<file path="src/rtl/shift_register_ctrl.sv">
// shift_register_ctrl: valid/ready sequencer for a fixed-latency serial shift chain.
// A parallel word is accepted, driven LSB-first on sr_in, and the bits returning
// on sr_out are reassembled into out_data.
// Optional feature macro: SR_CTRL_LOOPBACK_CHECK_EN adds an err output that
// flags a returned word differing from the word that was sent.
module shift_register_ctrl #(
  parameter int WIDTH = 8,
  parameter int DEPTH = 5
) (
  input  logic             clk,
  input  logic             rst_n,
  input  logic             in_valid,
  output logic             in_ready,
  input  logic [WIDTH-1:0] in_data,
  output logic             sr_in,
  input  logic             sr_out,
  output logic             out_valid,
  input  logic             out_ready,
  output logic [WIDTH-1:0] out_data,
`ifdef SR_CTRL_LOOPBACK_CHECK_EN
  output logic             err,
`endif
  output logic             busy
);

  localparam int N  = WIDTH + DEPTH;
  localparam int CW = $clog2(N + 1);
  localparam logic [CW-1:0] LAST_CYC = CW'(N - 1);

  typedef enum logic [1:0] {
    IDLE  = 2'd0,
    SHIFT = 2'd1,
    DONE  = 2'd2
  } state_t;

  state_t           state_q, state_d;
  logic [CW-1:0]    cyc_q, cyc_d;
  logic [WIDTH-1:0] word_q, word_d;
  logic [WIDTH-1:0] out_data_q, out_data_d;
`ifdef SR_CTRL_LOOPBACK_CHECK_EN
  logic             err_q, err_d;
`endif

  // Next-state, bit counter, word latch and capture of returning serial bits.
  always_comb begin
    state_d    = state_q;
    cyc_d      = cyc_q;
    word_d     = word_q;
    out_data_d = out_data_q;
    case (state_q)
      IDLE: begin
        if (in_valid) begin
          word_d  = in_data;
          cyc_d   = {CW{1'b0}};
          state_d = SHIFT;
        end else begin
          state_d = IDLE;
        end
      end
      SHIFT: begin
        // Bit i of the result returns DEPTH cycles after it was sent; comparing
        // against each legal index keeps every write inside out_data.
        for (int i = 0; i < WIDTH; i++) begin
          if (cyc_q == CW'(DEPTH + i)) begin
            out_data_d[i] = sr_out;
          end else begin
            out_data_d[i] = out_data_q[i];
          end
        end
        cyc_d = cyc_q + {{(CW-1){1'b0}}, 1'b1};
        if (cyc_q == LAST_CYC) begin
          state_d = DONE;
        end else begin
          state_d = SHIFT;
        end
      end
      DONE: begin
        if (out_ready) begin
          state_d = IDLE;
        end else begin
          state_d = DONE;
        end
      end
      default: begin
        state_d = IDLE;
      end
    endcase
  end

`ifdef SR_CTRL_LOOPBACK_CHECK_EN
  // Loopback compare: evaluated on the edge entering DONE, cleared on the out handshake.
  always_comb begin
    err_d = err_q;
    if ((state_q == SHIFT) && (cyc_q == LAST_CYC)) begin
      err_d = (out_data_d != word_q);
    end else if ((state_q == DONE) && out_ready) begin
      err_d = 1'b0;
    end else begin
      err_d = err_q;
    end
  end
`endif

  // Serial bit to the chain: word bits while cyc < WIDTH, zeros while flushing.
  always_comb begin
    sr_in = 1'b0;
    if (state_q == SHIFT) begin
      for (int i = 0; i < WIDTH; i++) begin
        if (cyc_q == CW'(i)) begin
          sr_in = word_q[i];
        end else begin
          sr_in = sr_in;
        end
      end
    end else begin
      sr_in = 1'b0;
    end
  end

  // Handshake and status flags decoded from the registered state.
  always_comb begin
    in_ready  = (state_q == IDLE);
    out_valid = (state_q == DONE);
    busy      = (state_q != IDLE);
    out_data  = out_data_q;
  end

`ifdef SR_CTRL_LOOPBACK_CHECK_EN
  assign err = err_q;
`endif

  // State registers with asynchronous active-low reset.
  always_ff @(posedge clk or negedge rst_n) begin
    if (!rst_n) begin
      state_q    <= IDLE;
      cyc_q      <= {CW{1'b0}};
      word_q     <= {WIDTH{1'b0}};
      out_data_q <= {WIDTH{1'b0}};
`ifdef SR_CTRL_LOOPBACK_CHECK_EN
      err_q      <= 1'b0;
`endif
    end else begin
      state_q    <= state_d;
      cyc_q      <= cyc_d;
      word_q     <= word_d;
      out_data_q <= out_data_d;
`ifdef SR_CTRL_LOOPBACK_CHECK_EN
      err_q      <= err_d;
`endif
    end
  end

endmodule

</file>
<file path="config.mk">
export PLATFORM = sky130hd
export DESIGN_NAME = shift_register_ctrl
export DESIGN_NICKNAME = d
export VERILOG_FILES = /design/src/rtl/shift_register_ctrl.sv
export SDC_FILE = /design/constraint.sdc
export NUM_CORES = 1
export LEC_CHECK = 0
export CORE_MARGIN = 3
export CORE_UTILIZATION = 50
export CTS_CLUSTER_SIZE = 40
export DETAILED_ROUTE_END_ITERATION = 7
export HOLD_SLACK_MARGIN = 0.02
export PLACE_DENSITY = 0.89
export SLEW_MARGIN = 20
export SYNTH_ARGS = -nofsm -noshare
export SYNTH_HDL_FRONTEND = slang
export SYNTH_SLANG_ARGS = --single-unit
</file>
<file path="constraint.sdc">
create_clock -name clk -period 5.65 [get_ports clk]
set_input_delay 1.695 -clock clk [delete_from_list [all_inputs] [get_ports clk]]
set_output_delay 1.695 -clock clk [all_outputs]
set_load 0.02 [all_outputs]
</file>
==> results of run 1 <==
-- layout make-up --
cell class	instances	area, µm²
Fill cell	148	609
Sequential cell	22	551
Multi-Input combinational cell	59	493
Timing Repair Buffer	24	240
Tap cell	27	33.8
Clock inverter	1	30.0
Clock buffer	3	22.5
Inverter	6	22.5
-- kinds of logic after synthesis --
group	share of synthesized area (%)
AO/OA/AOI/OAI	5.55
AND/OR/NAND/NOR	16.1
adder cells (fa/ha/maj)	4.62
buffers and inverters	3.58
multiplexers	19.3
flip-flops	50.9
-- power by group --
| part | internal, µW | total, µW | switching (µW) |
|---|---|---|---|
| registers | 234 | 297 | 63.2 |
| logic | 203 | 377 | 174 |
| clock network | 71.8 | 121 | 49.4 |
| total | 509 | 796 | 287 |
-- synthesized netlist by cell type, types with 2 or more instances --
cell type	instances
mux2_2	8
and4bb_2	2
o21ai_0	3
ha_1	4
dfrtp_1	22
nand3_1	3
nand2b_1	3
mux2_4	5
nor2b_1	2
inv_1	6
nand2_1	11
mux2_1	3
-- stage by stage --
stage | utilization (%) | hold slack, ns | instance area, µm² | setup WS, ns
2_1_floorplan | - | 0.456 | 1080 | 2.38
3_3_place_gp | 66.9 | 0.490 | 1340 | 1.94
3_5_place_dp | 66.9 | 0.495 | 1340 | 1.84
4_1_cts | 69.6 | 0.525 | 1390 | 1.47
5_1_grt | 69.6 | 0.536 | 1390 | 1.36
6_report | 69.6 | 0.522 | 1390 | 1.47
-- layer usage --
layer / routed length [µm] / up-vias
li1: - / 367
met1: 986 / 397
met2: 1040 / 19
met3: 86 / 4
met4: 35 / 0
met5: 0 / -
-- layout by cell type, fill, tap and decap left out, types with 2 or more instances in the layout --
| master | instances |
|---|---|
| ha_1 | 4 |
| inv_1 | 6 |
| mux2_4 | 5 |
| o21ai_0 | 3 |
| mux2_2 | 8 |
| clkdlybuf4s50_1 | 24 |
| mux2_1 | 3 |
| and4bb_2 | 2 |
| nand3_1 | 3 |
| clkbuf_4 | 3 |
| dfrtp_1 | 22 |
| nand2_1 | 11 |
| nand2b_1 | 3 |
| nor2b_1 | 2 |
-- worst min path at each step --
stage,from,end,cells after the start
global route,out_data[2]$_DFFE_PN0P_,out_data[2]$_DFFE_PN0P_,1
CTS,out_data[2]$_DFFE_PN0P_,out_data[2]$_DFFE_PN0P_,1
finish,out_data[6]$_DFFE_PN0P_,out_data[6]$_DFFE_PN0P_,1
floorplan,word_q[0]$_DFFE_PN0P_,word_q[0]$_DFFE_PN0P_,1
global placement,word_q[6]$_DFFE_PN0P_,word_q[6]$_DFFE_PN0P_,1
detailed placement,out_data[2]$_DFFE_PN0P_,out_data[2]$_DFFE_PN0P_,1
-- registers in the layout (all words and copies together) (netlist names) --
register / flops
word_q: 8
cyc_q: 4
state_q: 2
out_data: 8
==> out/qor.csv, run 1 <==
metric;value;unit
RR Endpoint;word_q[6]$_DFFE_PN0P_;
Antenna Nets Post-Route;0;
postcts setup bufs;0;
Rows;16;
Seq/Total Area, Yosys;50.9;%
final setup vio count;0;
unrepaired setup endpoints after global routing;no;
share of cells above drive strength 1;17.4;%
Rel. slew slack;35.2;%
Post-synth top flop;dfrtp_1;
Synth top area share;50.9;%
CTS tree;yes;
Final Hold Fails;0;
P_leak;0.000624;µW
met1 usage;24.1;%
Tot GR Track Use;18.3;%
max_cap viols;0;
Tmin final;4.18;ns
Core ar.;0.00200;mm²
Iteration-0 DRC Markers;15;
dominant cell type by area after synthesis;dfrtp_1;
Die Span X;52.5;µm
met2 Usage GRT;28.9;%
final cell count without fillers;142;
WL/cell;15.1;µm
CTS Hold Bufs;0;
Ports;25;
Worst-Skew Late Latency;0.31;ns
Layout Skew;0.00678;ns
clk buf depth;2;
Nets;133;
maximum vdd drop;0.311;mV
critical path cell sequence;ha_1 -> nor2b_1 -> or4_1 -> o22ai_1 -> clkdlybuf4s50_1;
DRT Pass-1 Iters;4;
pin count of the biggest net entering global routing;23;
full die area;0.00276;mm²
Syn. warnings;0;
reg-to-reg slack, setup;3.99;ns
PostCTS Resize Cnt;0;
initial antenna violation count;0;
P&R area growth vs syn;28.7;%
vias per cell;5.54;
pwr dens;571;mW/mm²
grt ovf;0;
DRC Markers;0;
I/O Buffers;24;
Critical Path Sink Type;primary output;
vias in the first global route;838;
Fmax;240;MHz
fin crit share;73.9;%
Post-DP HPWL;1600;µm
Critical Path Start;cyc_q[0]$_DFFE_PN0P_;
GP Congestion;0.767;
Avg Cell Area, Syn;12.2;µm²
grt peak-use layer;met2;
TritonCTS buffer count;3;
#FFs+latches synth;22;
type of origin of the critical path;register;
Setup TNS;0;ns
CTS HTree Levels;1;
first-pass GRT wire length;3750;µm
Starting Density;54.1;%
Worst Setup EP;sr_in;
Clock Sinks;22;
Post-synth EDFFs;0;
Synth cell types;29;
final total power;796;µW
CP Buf/Inv Count;1;
WS Path Type;register to primary output;
die height;52.5;µm
Critical Path Stages;5;
Worst Path Required;3.95;ns
Crit path arrival time;2.48;ns
Synth area leaders;dfrtp_1 (51%), mux2_2 (8.3%), mux2_4 (6.9%), ha_1 (4.6%), nand2_1 (3.8%);
Post-Synthesis Cell Area;0.00108;mm²
Tightest Pin Transition;0.969;ns
GRT met3 Usage;4.56;%
Post-Route WL;2150;µm
Mapped Cells;89;
status;finished, final reports clean;
Antenna Cells;0;
Synth async-reset ratio;100;%
clk root buf;clkbuf_4;
CP max-delay cell;clkdlybuf4s50_1;
via count;787;
worst-case reg-to-reg path depth;2;
reg-to-reg startpoint;state_q[0]$_DFF_PN0_;
delay-heaviest family, CP;buffers and inverters;
max incr delay on CP;0.62;ns
HP Class;register to register;
CP Max Fanout;8;
Slew Viols, Final;0;
syn nets;106;
cell count after placement;138;
Clock Pin Slew Worst Setup and Hold Paths;0.13;ns
(Power assumes the default switching activity.)
==> inputs of run 2 (changes only) <==
--- a/config.mk
+++ b/config.mk
@@ -6,11 +6,11 @@
 export NUM_CORES = 1
 export LEC_CHECK = 0
 export CORE_MARGIN = 3
-export CORE_UTILIZATION = 50
+export CORE_UTILIZATION = 44
 export CTS_CLUSTER_SIZE = 40
 export DETAILED_ROUTE_END_ITERATION = 7
 export HOLD_SLACK_MARGIN = 0.02
-export PLACE_DENSITY = 0.89
+export PLACE_DENSITY = 0.83
 export SLEW_MARGIN = 20
 export SYNTH_ARGS = -nofsm -noshare
 export SYNTH_HDL_FRONTEND = slang
==> constraint.sdc (replaced) <==
create_clock -name clk -period 3.4 [get_ports clk]
set_input_delay 1.02 -clock clk [delete_from_list [all_inputs] [get_ports clk]]
set_output_delay 1.02 -clock clk [all_outputs]
set_load 0.02 [all_outputs]
==> run 2 against run 1 <==
Compared with the run above:
- critical path depth unchanged
- clock skew down 0.0035 ns
- critical path type unchanged
- cell area up 1.3%
- clock power up 62%
- cell count up 2.1%
- sequential share of layout area down 0.53 points
==> out/qor.csv, run 2 (synthesis results as in run 1) <==
metric;value;unit;change
Core ar.;0.00228;mm²;+14%
Worst Setup EP;sr_in;;
metal3 WL;102;µm;+19%
Critical Path Stages;5;;unchanged
Iteration-0 DRC Markers;22;;+7
CP Buf/Inv Count;1;;unchanged
CP Max Fanout;8;;unchanged
Slew Viols, Final;0;;unchanged
vias in the first global route;813;;-3.0%
final setup vio count;0;;unchanged
Rel. slew slack;61.1;%;+26 points
clk buf depth;2;;unchanged
Clock Sinks;22;;unchanged
Critical Path Start;cyc_q[0]$_DFFE_PN0P_;;
max_cap viols;0;;unchanged
CP max-delay cell;dfrtp_1;;
Crit path arrival time;2.22;ns;-0.26 ns
type of origin of the critical path;register;;
M1 wire length;940;µm;-4.7%
grt ovf;0;;unchanged
delay-heaviest family, CP;simple AND/OR/NAND/NOR gates;;
DRC Markers;0;;unchanged
critical path cell sequence;ha_1 -> nor2b_1 -> or4_1 -> o22ai_1 -> dlygate4sd2_1;;
via count;802;;+1.9%
worst-case reg-to-reg path depth;3;;+1
Starting Density;47.6;%;-6.5 points
HP Class;register to register;;
WS Path Type;register to primary output;;
pin count of the biggest net entering global routing;23;;unchanged
Setup TNS;0;ns;unchanged
Antenna Nets Post-Route;0;;unchanged
Post-DP HPWL;1580;µm;-1.5%
final total power;1310;µW;+65%
unrepaired setup endpoints after global routing;no;;
vias per cell;5.53;;-0.20%
CTS tree;yes;;
clk root buf;clkbuf_4;;
placed cell area;0.00136;mm²;+1.2%
RR Endpoint;word_q[6]$_DFFE_PN0P_;;
Ports;25;;unchanged
initial antenna violation count;0;;unchanged
Nets;135;;+1.5%
Layout Skew;0.00325;ns;-0.00353 ns
commonest non-fill, non-tap cells in the layout;clkdlybuf4s50_1 (23), dfrtp_1 (22), nand2_1 (11);;
Tot GR Track Use;15.2;%;-3.1 points
share of cells above drive strength 1;19.7;%;+2.3 points
reg-to-reg slack, setup;1.72;ns;-2.27 ns
Worst Path Required;2.38;ns;-1.57 ns
Fmax;309;MHz;
WL/cell;14.8;µm;-2.4%
first-pass GRT wire length;3770;µm;+0.56%
maximum vdd drop;0.637;mV;+100%
Worst-Skew Late Latency;0.31;ns;about the same
final instance area;0.00141;mm²;+1.3%
max incr delay on CP;0.45;ns;-0.17 ns
Critical Path Sink Type;primary output;;
Die Span X;55.6;µm;+5.8%
CTS HTree Levels;1;;unchanged
Post-Route WL;2140;µm;-0.37%
DRT Pass-1 Iters;7;;+3
reg-to-reg startpoint;state_q[1]$_DFF_PN0_;;
GP Congestion;0.806;;+5.2%
fin crit share;95.3;%;
Tightest Pin Transition;0.584;ns;-0.386 ns
highest metal used;met4;;
DR WL met2;1060;µm;+2.2%
TritonCTS buffer count;3;;unchanged
number of fill cells;180;;+22%
Rows;17;;+1
status;finished, final reports clean;;
P&R area growth vs syn;30.4;%;
I/O Buffers;24;;unchanged
commonest non-fill, non-tap cell in the layout;clkdlybuf4s50_1;;
Final Hold Fails;0;;unchanged
pwr dens;931;mW/mm²;+63%
Antenna Cells;0;;unchanged
full die area;0.00309;mm²;+12%
Tmin final;3.24;ns;
die height;55.6;µm;+5.8%
Clock Pin Slew Worst Setup and Hold Paths;0.12;ns;about the same
P_leak;0.000637;µW;+1.9%
==> run 2: changes by cell type in the layout (fill, tap and decap cells not counted), sizes merged <==
| cell | previous run | this run |
|---|---|---|
| clkdlybuf4s50 | 24 | 23 |
| dlygate4sd2 | 0 | 1 |
| buf | 0 | 2 |
==> run 2: worst reg2reg max path, cell delays in order, from the launching register on <==
cell and delay (ns):
dfrtp_1 0.39, buf_4 0.16, or3b_1 0.62, mux2_1 0.41
==> run 2: area by class of cell <==
class / count / area (µm²) / area share (%)
Clock buffer: 3 / 22.5 / 1.60
Tap cell: 28 / 35.0 / 2.48
Timing Repair Buffer: 26 / 254 / 18.0
Clock inverter: 1 / 30.0 / 2.13
Inverter: 6 / 22.5 / 1.60
Multi-Input combinational cell: 59 / 497 / 35.2
Sequential cell: 22 / 551 / 39.0
==> run 2: power breakdown <==
group          switching, µW  internal (µW)  leakage, µW
logic                    297            336     0.000348
clock network           76.9            119    0.0000279
registers               94.4            389     0.000261
==> run 2: how the worst min path moves through the flow <==
stage | from | end | slack, ns | depth (start not counted)
2_1_floorplan | word_q[0]$_DFFE_PN0P_ | word_q[0]$_DFFE_PN0P_ | 0.46 | 1
3_3_place_gp | word_q[0]$_DFFE_PN0P_ | word_q[0]$_DFFE_PN0P_ | 0.49 | 1
3_5_place_dp | word_q[0]$_DFFE_PN0P_ | word_q[0]$_DFFE_PN0P_ | 0.49 | 1
4_1_cts | word_q[5]$_DFFE_PN0P_ | word_q[5]$_DFFE_PN0P_ | 0.52 | 1
5_1_grt | word_q[0]$_DFFE_PN0P_ | word_q[0]$_DFFE_PN0P_ | 0.55 | 1
6_report | word_q[5]$_DFFE_PN0P_ | word_q[5]$_DFFE_PN0P_ | 0.51 | 1
==> run 2: routing by layer <==
metal / vias to the layer above / global-route usage [%]
met5: - / 0
li1: 372 / -
met2: 27 / 24.8
met1: 397 / 19.1
met3: 6 / 5.10
met4: 0 / 4.17
==> run 2: what timing repair did <==
item | 4_1_cts | 5_1_grt
setup buffers | 0 | 0
pin swaps | 0 | 0
hold endpoints to repair | 0 | 0
gates resized for setup | 1 | 2
hold buffers | 0 | 0
endpoints found under the setup margin | 1 | 1
==> run 2: per-stage QoR <==
step	setup slack (ns)	util, %	hold WS (ns)	cells
2_1_floorplan	0.802	-	0.456	89
3_3_place_gp	0.351	59.6	0.487	141
3_5_place_dp	0.237	59.6	0.487	141
4_1_cts	0.0938	61.8	0.516	145
5_1_grt	0.0214	62.0	0.551	145
6_report	0.159	62.0	0.510	145
==> inputs of run 3 (changes only) <==
--- a/config.mk
+++ b/config.mk
@@ -9,6 +9,7 @@
 export CORE_UTILIZATION = 44
 export CTS_CLUSTER_SIZE = 40
 export DETAILED_ROUTE_END_ITERATION = 7
+export GPL_TIMING_DRIVEN = 0
 export HOLD_SLACK_MARGIN = 0.02
 export PLACE_DENSITY = 0.83
 export SLEW_MARGIN = 20
==> run 3 against run 2 <==
Compared with the run above:
- cell count unchanged
- combinational power about the same
- via count decreased by 5.6%
- clock power down 28%
- clock-buffer cell count is 1 higher
- wire length shrank 2.1%
==> out/qor.csv, run 3 (synthesis results as in run 1) <==
metric;value;unit;change
status;finished, final reports clean;;
Fmax;312;MHz;+1.2%
Tot GR Track Use;15.5;%;+0.37 points
GRT met3 Usage;3.48;%;-1.6 points
CTS HTree Levels;1;;unchanged
met2 Usage GRT;24.0;%;-0.84 points
Antenna Nets Post-Route;0;;unchanged
Post-DP HPWL;1570;µm;-0.16%
Ports;25;;unchanged
postcts setup bufs;0;;unchanged
CTS Hold Bufs;0;;unchanged
Core ar.;0.00228;mm²;unchanged
GP Congestion;0.783;;-2.9%
Clock Pin Slew Worst Setup and Hold Paths;0.12;ns;about the same
Post-Place Setup Slack;0.258;ns;+0.0209 ns
commonest non-fill, non-tap cells in the layout;clkdlybuf4s50_1 (23), dfrtp_1 (22), nand2_1 (11);;
vias in the first global route;830;;+2.1%
Die Span X;55.6;µm;unchanged
pin count of the biggest net entering global routing;23;;unchanged
met1 usage;20.2;%;+1.2 points
Worst-Skew Late Latency;0.30;ns;about the same
share of cells above drive strength 1;18.8;%;-0.85 points
Worst Path Required;2.38;ns;about the same
DRT Pass-1 Iters;4;;-3
first-pass GRT wire length;3760;µm;-0.37%
Clock Sinks;22;;unchanged
via count;757;;-5.6%
max incr delay on CP;0.46;ns;about the same
final cell count without fillers;145;;unchanged
DRC Markers;0;;unchanged
Starting Density;47.6;%;unchanged
type of origin of the critical path;register;;
P&R area growth vs syn;28.7;%;
commonest non-fill, non-tap cell in the layout;clkdlybuf4s50_1;;
setup ws final;0.198;ns;+0.0388 ns
initial antenna violation count;0;;unchanged
Rel. slew slack;36.7;%;-24 points
CP max-delay cell;dfrtp_1;;
die height;55.6;µm;unchanged
Tmin final;3.20;ns;-0.0388 ns
Final Hold Fails;0;;unchanged
CP Max Fanout;7;;-1
final setup vio count;0;;unchanged
P_leak;0.000630;µW;-1.1%
Critical Path Sink Type;primary output;;
Iteration-0 DRC Markers;9;;-59%
WS Path Type;register to primary output;;
Post-Route WL;2100;µm;-2.1%
Hold WS;0.520;ns;+0.0101 ns
cell count after placement;141;;unchanged
critical path cell sequence;inv_1 -> ha_1 -> and3b_1 -> a2111oi_0 -> o22ai_1 -> dlygate4sd2_1;;
HP Class;register to register;;
Layout Skew;0.00491;ns;+0.00166 ns
WL/cell;14.5;µm;-2.1%
clk buf depth;2;;unchanged
Antenna Cells;0;;unchanged
CTS tree;yes;;
number of fill cells;177;;-1.7%
I/O Buffers;24;;unchanged
unrepaired setup endpoints after global routing;no;;
maximum vdd drop;0.641;mV;+0.58%
Slew Viols, Final;0;;unchanged
vias per cell;5.22;;-5.6%
Rows;17;;unchanged
TritonCTS buffer count;3;;unchanged
max_cap viols;0;;unchanged
grt peak-use layer;met2;;
Tightest Pin Transition;0.947;ns;+0.363 ns
pwr dens;902;mW/mm²;-3.1%
grt ovf;0;;unchanged
full die area;0.00309;mm²;unchanged
fin crit share;94.2;%;-1.1 points
Setup TNS;0;ns;unchanged
Nets;135;;unchanged
clk root buf;clkbuf_4;;
Crit path arrival time;2.18;ns;-0.04 ns
## run 3: cell types whose count changed in the layout (fill, tap and decap cells not counted), sizes merged
cell and delta:
clkbuf +1, bufinv -1
## run 3: worst paths after layout
path / from / end / slack (ns) / cells past startpoint
worst min register to register: word_q[2]$_DFFE_PN0P_ / word_q[2]$_DFFE_PN0P_ / 0.52 / 1
min in group asynchronous: rst_n / out_data[3]$_DFFE_PN0P_ / 1.23 / 1
max in group asynchronous: rst_n / word_q[5]$_DFFE_PN0P_ / 1.59 / 1
worst max register to register: state_q[0]$_DFF_PN0_ / word_q[7]$_DFFE_PN0P_ / 1.84 / 4
worst min-delay path: word_q[2]$_DFFE_PN0P_ / word_q[2]$_DFFE_PN0P_ / 0.52 / 1
worst max-delay path: cyc_q[0]$_DFFE_PN0P_ / sr_in / 0.20 / 6
## run 3: layer usage
metal / up-vias / share of wire, % / wire, µm
met5: - / 0 / 0
met4: 0 / 1.8 / 37
li1: 369 / - / -
met1: 362 / 44 / 930
met2: 22 / 50 / 1050
met3: 4 / 3.8 / 80
## run 3: metrics by stage
step	area, µm²	power [µW]	util (%)
after global routing	1390	1350	61.2
after detailed placement	1360	1130	59.6
after floorplan	1080	882	-
after CTS	1390	1270	61.2
after global placement	1360	1110	59.6
final	1390	1260	61.2
## run 3: what timing repair did
item                                    in CTS  in global routing
endpoints found under the setup margin       1                  0
hold endpoints to repair                     0                  0
resized for setup                            1                  0
## run 3: layout make-up
cell class	instances	area [µm²]	share of cell area (%)
Multi-Input combinational cell	59	493	35.4
Sequential cell	22	551	39.5
Tap cell	28	35.0	2.52
Inverter	6	22.5	1.62
Timing Repair Buffer	24	239	17.2
Clock buffer	4	36.3	2.61
Buffer	2	16.3	1.17
## run 3: power breakdown
group	switching (µW)	total (µW)	internal [µW]
Clock	75.9	141	65.3
Combinational	295	631	336
Sequential	94.2	484	389
Total	465	1260	791
## run 3: worst max-delay path: cells and delay by family (launching register included)
family	cells	cell delay [ns]
AO/OA/AOI/OAI	2	0.47
adder cells (fa/ha/maj)	1	0.30
buffers and inverters	2	0.45
flip-flops	1	0.46
AND/OR/NAND/NOR	1	0.21
